File: src/rtl/program_memory_pkg.sv
// Shared CPU definitions: program-memory FSM states, instruction opcode
// fields and the fallback word returned for reads that cannot be served.
package program_memory_pkg;

    // Program-memory controller states.
    typedef enum logic [1:0] {
        ST_IDLE  = 2'd0,
        ST_LOAD  = 2'd1,
        ST_READY = 2'd2
    } pm_state_t;

    // Opcode field of a 28-bit instruction word.
    localparam int OPCODE_MSB   = 27;
    localparam int OPCODE_LSB   = 20;
    localparam int OPCODE_WIDTH = OPCODE_MSB - OPCODE_LSB + 1;

    localparam logic [OPCODE_WIDTH-1:0] OPC_NOP  = 8'h00;
    localparam logic [OPCODE_WIDTH-1:0] OPC_JMP  = 8'h01;
    localparam logic [OPCODE_WIDTH-1:0] OPC_HALT = 8'hFF;

    // Seed of the default word: zero opcode byte over a 24-bit 0xAA payload.
    // Modules cast it to their own data width, which zero-pads or truncates.
    localparam logic [31:0] DEFAULT_WORD_SEED = {8'd0, 24'hAA};

    // Number of bytes needed to hold one word of the given width.
    function automatic int bytes_per_word(input int width);
        return (width + 7) / 8;
    endfunction

endpackage

File: src/rtl/program_memory_if.sv
// Load and read bus of the program memory.
// Handshake: a load byte transfers on a rising edge where iLoadValid and
// oLoadReady are both 1; iLoadData must be stable while iLoadValid is high,
// and neither side may make iLoadValid wait on anything but oLoadReady.
interface program_memory_if #(
    parameter int ADDR_WIDTH = 16,
    parameter int DATA_WIDTH = 28
);
    logic                  iLoadStart;
    logic [7:0]            iLoadData;
    logic                  iLoadValid;
    logic                  oLoadReady;
    logic                  oLoadDone;
    logic                  iReadEnable;
    logic [ADDR_WIDTH-1:0] iAddress;
    logic [DATA_WIDTH-1:0] oInstruction;
    logic                  oValid;
    logic                  oBusy;

    modport master (
        output iLoadStart, iLoadData, iLoadValid, iReadEnable, iAddress,
        input  oLoadReady, oLoadDone, oInstruction, oValid, oBusy
    );

    modport slave (
        input  iLoadStart, iLoadData, iLoadValid, iReadEnable, iAddress,
        output oLoadReady, oLoadDone, oInstruction, oValid, oBusy
    );
endinterface

File: src/rtl/byte_packer.sv
// Assembles incoming bytes into words, most significant byte first.
// The completed word is presented combinationally together with the last
// byte, so the caller can write it on the same edge that accepts that byte.
module byte_packer
    import program_memory_pkg::*;
#(
    parameter int DATA_WIDTH = 28
) (
    input  logic                  iClock,
    input  logic                  iReset_n,
    input  logic                  iClear,
    input  logic [7:0]            iByte,
    input  logic                  iAccept,
    output logic [DATA_WIDTH-1:0] oWord,
    output logic                  oWordValid
);
    localparam int BPW = bytes_per_word(DATA_WIDTH);
    localparam int CW  = (BPW > 1) ? $clog2(BPW) : 1;

    logic [CW-1:0]         r_count;
    logic [DATA_WIDTH-1:0] r_word;
    logic                  w_last_byte;

    // Shifting in the new byte pushes earlier bytes upward; anything beyond
    // DATA_WIDTH falls off, which discards the unused top bits of byte 0.
    assign w_last_byte = (r_count == CW'(BPW - 1));
    assign oWord       = DATA_WIDTH'({r_word, iByte});
    assign oWordValid  = iAccept && w_last_byte;

    // Byte counter and partial word; a clear drops any half-built word.
    always_ff @(posedge iClock or negedge iReset_n) begin
        if (!iReset_n) begin
            r_count <= '0;
            r_word  <= '0;
        end else if (iClear) begin
            r_count <= '0;
            r_word  <= '0;
        end else if (iAccept) begin
            if (w_last_byte) begin
                r_count <= '0;
                r_word  <= '0;
            end else begin
                r_count <= r_count + CW'(1);
                r_word  <= oWord;
            end
        end
    end
endmodule

File: src/rtl/program_memory.sv
// Byte-loadable instruction memory with a single-cycle read port.
// A load streams DEPTH words into the RAM; reads are served only once the
// whole program is present, otherwise DEFAULT_WORD is returned.
module program_memory
    import program_memory_pkg::*;
#(
    parameter int DATA_WIDTH = 28,
    parameter int ADDR_WIDTH = 16,
    parameter int DEPTH      = 64,
    parameter logic [DATA_WIDTH-1:0] DEFAULT_WORD = DATA_WIDTH'(DEFAULT_WORD_SEED)
) (
    input  logic              Clock,
    input  logic              Reset_n,
    program_memory_if.slave   bus,
    output pm_state_t         oDbgState
);
    localparam int                  MW        = (DEPTH > 1) ? $clog2(DEPTH) : 1;
    localparam logic [ADDR_WIDTH:0] DEPTH_W   = (ADDR_WIDTH + 1)'(DEPTH);
    localparam logic [ADDR_WIDTH-1:0] LAST_ADDR = ADDR_WIDTH'(DEPTH - 1);

    logic [1:0]            r_rst_sync;
    logic                  w_rst_n;
    pm_state_t             r_state;
    pm_state_t             w_next_state;
    logic                  w_load_ready;
    logic                  w_accept;
    logic                  w_last;
    logic [DATA_WIDTH-1:0] w_word;
    logic                  w_word_valid;
    logic                  w_read_hit;
    logic [ADDR_WIDTH-1:0] r_waddr;
    logic                  r_done;
    logic                  r_valid;
    logic                  r_use_default;
    logic [DATA_WIDTH-1:0] r_rdata;
    logic [DATA_WIDTH-1:0] r_mem [DEPTH];

    // Reset asserts immediately and releases two edges after Reset_n rises.
    always_ff @(posedge Clock or negedge Reset_n) begin
        if (!Reset_n) r_rst_sync <= 2'b00;
        else          r_rst_sync <= {r_rst_sync[0], 1'b1};
    end
    assign w_rst_n = r_rst_sync[1];

    // A start request always wins over a byte offered in the same cycle.
    assign w_accept = bus.iLoadValid && w_load_ready && !bus.iLoadStart;
    assign w_last   = (r_waddr == LAST_ADDR);

    byte_packer #(.DATA_WIDTH(DATA_WIDTH)) u_packer (
        .iClock     (Clock),
        .iReset_n   (w_rst_n),
        .iClear     (bus.iLoadStart),
        .iByte      (bus.iLoadData),
        .iAccept    (w_accept),
        .oWord      (w_word),
        .oWordValid (w_word_valid)
    );

    // State register.
    always_ff @(posedge Clock or negedge w_rst_n) begin
        if (!w_rst_n) r_state <= ST_IDLE;
        else          r_state <= w_next_state;
    end

    // Next state and load-side flags: start restarts from anywhere, the
    // final word write finishes the load.
    always_comb begin
        w_next_state = r_state;
        w_load_ready = 1'b0;
        if (r_state == ST_LOAD) w_load_ready = 1'b1;
        if (bus.iLoadStart) begin
            w_next_state = ST_LOAD;
        end else if ((r_state == ST_LOAD) && w_word_valid && w_last) begin
            w_next_state = ST_READY;
        end
    end

    // Word address advances after each write and stops at DEPTH-1.
    always_ff @(posedge Clock or negedge w_rst_n) begin
        if (!w_rst_n)                    r_waddr <= '0;
        else if (bus.iLoadStart)         r_waddr <= '0;
        else if (w_word_valid && !w_last) r_waddr <= r_waddr + ADDR_WIDTH'(1);
    end

    // One-cycle done pulse following the write of the last word.
    always_ff @(posedge Clock or negedge w_rst_n) begin
        if (!w_rst_n) r_done <= 1'b0;
        else          r_done <= w_word_valid && w_last && !bus.iLoadStart;
    end

    // RAM write port; contents survive reset and are only reachable in READY.
    always_ff @(posedge Clock) begin
        if (w_word_valid) r_mem[r_waddr[MW-1:0]] <= w_word;
    end

    // Reads during a load (including one colliding with a write) miss.
    assign w_read_hit = (r_state == ST_READY) && ({1'b0, bus.iAddress} < DEPTH_W);

    // Synchronous RAM read port, kept reset-free so it maps onto block RAM.
    always_ff @(posedge Clock) begin
        if (bus.iReadEnable && w_read_hit) r_rdata <= r_mem[bus.iAddress[MW-1:0]];
    end

    // Read status: valid strobe and whether the output shows DEFAULT_WORD.
    always_ff @(posedge Clock or negedge w_rst_n) begin
        if (!w_rst_n) begin
            r_valid       <= 1'b0;
            r_use_default <= 1'b1;
        end else begin
            r_valid <= bus.iReadEnable;
            if (bus.iReadEnable) r_use_default <= !w_read_hit;
        end
    end

    assign bus.oLoadReady   = w_load_ready;
    assign bus.oBusy        = w_load_ready;
    assign bus.oLoadDone    = r_done;
    assign bus.oValid       = r_valid;
    assign bus.oInstruction = r_use_default ? DEFAULT_WORD : r_rdata;
    assign oDbgState        = r_state;
endmodule

File: src/flat_wrapper.sv
// flat-port wrapper written by rule: the top's interface ports become plain ports
module program_memory_flat import program_memory_pkg::*;
#(
    parameter int DATA_WIDTH = 28,
    parameter int ADDR_WIDTH = 16,
    parameter int DEPTH      = 64,
    parameter logic [DATA_WIDTH-1:0] DEFAULT_WORD = DATA_WIDTH'(DEFAULT_WORD_SEED)
)
  (Clock, Reset_n, oDbgState, bus_iLoadStart, bus_iLoadData, bus_iLoadValid, bus_iReadEnable, bus_iAddress, bus_oLoadReady, bus_oLoadDone, bus_oInstruction, bus_oValid, bus_oBusy);
  program_memory_if #(.ADDR_WIDTH(ADDR_WIDTH), .DATA_WIDTH(DATA_WIDTH)) bus_i ();
  input  logic Clock;
  input  logic Reset_n;
  output pm_state_t oDbgState;
  input wire logic [$bits(bus_i.iLoadStart)-1:0] bus_iLoadStart;
  input wire logic [$bits(bus_i.iLoadData)-1:0] bus_iLoadData;
  input wire logic [$bits(bus_i.iLoadValid)-1:0] bus_iLoadValid;
  input wire logic [$bits(bus_i.iReadEnable)-1:0] bus_iReadEnable;
  input wire logic [$bits(bus_i.iAddress)-1:0] bus_iAddress;
  output wire logic [$bits(bus_i.oLoadReady)-1:0] bus_oLoadReady;
  output wire logic [$bits(bus_i.oLoadDone)-1:0] bus_oLoadDone;
  output wire logic [$bits(bus_i.oInstruction)-1:0] bus_oInstruction;
  output wire logic [$bits(bus_i.oValid)-1:0] bus_oValid;
  output wire logic [$bits(bus_i.oBusy)-1:0] bus_oBusy;
  assign bus_i.iLoadStart = bus_iLoadStart;
  assign bus_i.iLoadData = bus_iLoadData;
  assign bus_i.iLoadValid = bus_iLoadValid;
  assign bus_i.iReadEnable = bus_iReadEnable;
  assign bus_i.iAddress = bus_iAddress;
  assign bus_oLoadReady = bus_i.oLoadReady;
  assign bus_oLoadDone = bus_i.oLoadDone;
  assign bus_oInstruction = bus_i.oInstruction;
  assign bus_oValid = bus_i.oValid;
  assign bus_oBusy = bus_i.oBusy;
  program_memory #(.DATA_WIDTH(DATA_WIDTH), .ADDR_WIDTH(ADDR_WIDTH), .DEPTH(DEPTH), .DEFAULT_WORD(DEFAULT_WORD)) u_core (.Clock(Clock), .Reset_n(Reset_n), .bus(bus_i), .oDbgState(oDbgState));
endmodule
File: config.mk
export PLATFORM = sky130hd
export DESIGN_NAME = program_memory_flat
export DESIGN_NICKNAME = d
export VERILOG_FILES = /design/src/rtl/program_memory_pkg.sv /design/src/rtl/program_memory_if.sv /design/src/rtl/byte_packer.sv /design/src/rtl/program_memory.sv /design/src/flat_wrapper.sv
export SDC_FILE = /design/constraint.sdc
export NUM_CORES = 2
export LEC_CHECK = 0
export BUFFER_PORTS_ARGS = -buffer_cell sky130_fd_sc_hd__clkbuf_2
export CAP_MARGIN = 10
export CORE_MARGIN = 8
export CORE_UTILIZATION = 40
export DETAILED_ROUTE_END_ITERATION = 16
export GPL_TIMING_DRIVEN = 0
export SYNTH_ARGS = -nofsm -noshare
export SYNTH_HDL_FRONTEND = slang
export SYNTH_SLANG_ARGS = --single-unit
File: constraint.sdc
create_clock -name Clock -period 1.5 [get_ports Clock]
set_input_delay 0.3 -clock Clock [delete_from_list [all_inputs] [get_ports Clock]]
set_output_delay 0.3 -clock Clock [all_outputs]
set_load 0.01 [all_outputs]
==> Flow_metrics.wiki <==
{| class="wikitable"
! Metric !! Value
|-
| Total Routing Usage GR || between 20% and 30%
|-
| Final max-slew violation count || 0
|-
| Skew final || approximately 0.030 ns
|-
| Post-Synthesis Cells || roughly 3400
|-
| Cell-internal power || roughly 84 mW
|-
| Outcome || finished with violations
|-
| P_sw || around 23 mW
|-
| Mean cell area of the mapped netlist || approximately 21 sq um
|-
| Synth-to-Final Area Change || 18.1%
|-
| Effective utilization at floorplan || about two fifths
|-
| Synth async-reset ratio || 2.41%
|-
| Final-stage net count || approximately 3800
|-
| Setup violations, final || 1914
|-
| CTS tree || built
|-
| Total overflow reported by the global router || 0
|-
| Number of warning messages in the yosys log || 0
|-
| Pin count of the biggest net entering global routing || between 60 and 70
|-
| Number of ports placed on the die boundary || 63
|-
| Die Outline Area || between 0.15 and 0.2 sq mm
|-
| Root buffer cell || clkbuf_16
|-
| Number of enable-type register cells in the synthesized netlist || 1820
|-
| Pre-Repair DR Iteration Count || 5
|-
| Placed cell area || 0.0765 sq mm
|-
| Per-cell routed wire length || around 32 microns
|-
| Pin slew with the least headroom to its limit || approximately 1.2 ns
|-
| Hold/Removal Path Class || in2reg
|-
| Power share of the clock group || 41.6%
|-
| TritonCTS buffer count || about 180
|-
| Sink count of the clock tree || between 1500 and 2000
|-
| CTS clk-pin slew, worst paths || roughly 0.060 ns
|-
| Cell count after placement || approximately 5800
|-
| Headroom to the max-slew limit || 17.4%
|-
| Switching Share || between 20 and 25%
|-
| PnR worst setup slack || -1.26 ns
|-
| PD cells || approximately 1300 mW/mm^2
|-
| Wire length of the first global-routing pass || between 200000 and 300000 microns
|-
| Leading cell types in the layout, fill and taps excluded || edfxtp_1 (1820), mux4_2 (358), mux2i_1 (263)
|-
| Data arrival time of the worst path || 3.19 ns
|-
| Syn Std Cell Area || 0.0718 sq mm
|-
| Number of buffers inserted by port buffering || 60
|-
| CTS H-tree depth || 4
|-
| Post-Layout Cell Count || around 6300
|-
| Post-detailed-route DRC marker count || 0
|-
| Routability congestion estimate || roughly 0.9
|-
| Longest Clk Path Bufs || 3
|-
| Peak clock frequency supported by timing || 0.362 GHz
|-
| Unique cell type count in the Yosys netlist || 57
|-
| IR Drop Worst-Case VDD || between 1 and 1.5 mV
|-
| Share of cells above drive strength 1 || a little under a third
|-
| Width of the die || 440 microns
|-
| Fraction of the cycle the final worst path needs || 184%
|-
| Critical path launch point type || flop
|-
| Part of the power in registers || between 50 and 60%
|-
| Worst slack at placement || -2.53 ns
|-
| Final worst path period need || 2.76 ns
|-
| Die outline height || roughly 440 microns
|-
| Hold violation total from the final report || 0
|-
| Total Routed Length || 201000 microns
|-
| Placement row count || 155
|-
| Core Region || around 0.18 sq mm
|-
| Antenna Violating Nets Remaining || 0
|-
| Most common cell after layout, fill and taps aside || edfxtp_1
|-
| Vias in the first global route || between 30000 and 40000
|-
| Initial antenna violation count || 9
|-
| Setup repair after global routing missed its margin || true
|-
| Crit path required time || about 1.9 ns
|-
| Via Count || approximately 36000
|-
| Violations in the final reports || negative setup slack
|-
| Final Instance Area || 0.0848 sq mm
|-
| Leakage || 25.8 nW
|-
| Combinational power share || roughly 4.8%
|-
| Max-capacitance violation count || 0
|-
| Flip-flop and latch count after synthesis || about 1900
|-
| Initial detailed-routing violation count || between 4000 and 5000
|-
| Largest fanout of any net on the critical path || 28
|-
| Half-perimeter wire length of the detailed placement result || 126000 microns
|-
| Net Count, Synth || 3397
|-
| Clk_lat worst skew || roughly 0.8 ns
|-
| Category of the most critical setup path || reg2reg
|-
| Vias per cell || approximately 5.8
|-
| Setup crit end kind || flop
|-
| Dominant register cell in the synthesized netlist || edfxtp_1
|-
| Post-synthesis sequential area ratio || between 70% and 80%
|}
==> worst max-delay path: stages (launching register included) <==
cell,delay (ns)
dfrtp_2,0.40
and4bb_2,0.34
and2_4,0.16
buf_8,0.13
nand3_4,0.29
nor2_4,1.03
==> sequential cells by signal, summed over array words and instances, names as in the netlist, 2 cells and up <==
| register | flops |
|---|---|
| u_core.r_waddr | 16 |
| u_core.r_rst_sync | 2 |
| u_core.r_mem | 1792 |
| u_core.oDbgState | 2 |
| u_core.u_packer.r_count | 2 |
| u_core.r_rdata | 28 |
| u_core.u_packer.r_word | 20 |
==> cells in the mapped netlist, types with 7 or more instances <==
cell      number  area share [%]
a22oi_1       96             1.0
buf_6          7            0.11
o21ai_0       10           0.070
and3_1        20            0.17
a21oi_1       57            0.40
nor2b_1       39            0.34
a31oi_1       18            0.16
mux4_2       358              11
buf_4         14            0.15
nand3_1       18            0.13
o211ai_1      36            0.38
clkbuf_1      67            0.35
nand2_1       90            0.47
a22o_1        26            0.32
a32oi_1       18            0.22
o22ai_1       18            0.16
dfrtp_1       44             1.5
buf_2         85            0.59
mux2_2        46            0.72
edfxtp_1    1820              76
mux2i_1      275             3.8
buf_1         15           0.078
nor2_1        90            0.47
nor3_1        14           0.098
==> power by group through the flow <==
| stage | sequential [mW] | combinational (mW) | clock (mW) |
|---|---|---|---|
| floorplan | 58.4 | 2.38 | 0 |
| global placement | 58.8 | 4.25 | 0 |
| detailed placement | 58.5 | 4.71 | 0 |
| finish | 57.4 | 5.12 | 44.4 |
| global route | 57.3 | 5.28 | 46.9 |
| CTS | 57.3 | 5.09 | 45.0 |
==> through the flow <==
step | hold slack [ns] | total power, mW | utilization, % | TNS (ns)
6_report | 0.0513 | 107 | 47.5 | -1855.94
5_1_grt | 0.0362 | 110 | 47.5 | -2006.59
2_1_floorplan | 0.00441 | 60.8 | - | -1203.45
3_3_place_gp | 0.0985 | 63.0 | 42.4 | -4312.78
3_5_place_dp | 0.0984 | 63.2 | 42.9 | -2541.68
4_1_cts | 0.00487 | 107 | 47.2 | -2021.98
==> metal layers <==
layer  vias to the layer above  track usage, %  wire (microns)
met2                      1680            31.1           91800
li1                      14800               -               -
met1                     19400            28.8           83600
met5                         -               0             143
met4                         6            7.46            8000
met3                       311            4.13           17100
==> final timing paths <==
path / startpoint / slack [ns] / depth (start not counted) / end
max: u_core.oDbgState[1] / -1.26 / 5 / u_core.r_mem[5][1]
min in group asynchronous: u_core.r_rst_sync[1] / 0.16 / 0 / u_core.r_waddr[15]
max reg2reg: u_core.oDbgState[1] / -1.26 / 5 / u_core.r_mem[5][1]
max in group asynchronous: u_core.r_rst_sync[1] / 0.78 / 1 / u_core.r_use_default
min: bus_iLoadData[5] / 0.05 / 2 / u_core.r_mem[14][5]
min reg2reg: u_core.r_rst_sync[1] / 0.16 / 0 / u_core.r_waddr[15]
==> cell type report <==
class	count	area (sq um)
Antenna cell	5	12.5
Fill cell	14500	93600
Buffer	187	1250
Inverter	5	18.8
Clock buffer	225	4740
Timing Repair Buffer	185	2390
Multi-Input combinational cell	1321	16600
Clock inverter	105	982
Sequential cell	1865	55800
Tap cell	2355	2950
==> what timing repair did <==
| item | CTS | global route |
|---|---|---|
| gates cloned | 8 | 6 |
| pin swaps | 56 | 9 |
| hold endpoints to repair | 9 | 0 |
| endpoints found under the setup margin | 1915 | 1915 |
| hold buffers | 7 | 0 |
| setup buffers | 45 | 31 |
| gates resized for setup | 289 | 19 |
==> logic make-up (layout without fill, tap and decap cells) <==
logic type	Yosys count	count (layout)	share of synthesized area (%)
simple gates	316	329	2.13
buf+inv	193	707	1.30
mux	680	680	15.8
compound gates	303	303	2.95
fa+ha+maj	2	2	0.0349
other cells	1	6	0.00522
xor+xnor	6	6	0.0732
flops	1865	1865	77.7
Power figures use the tool's default switching activity.
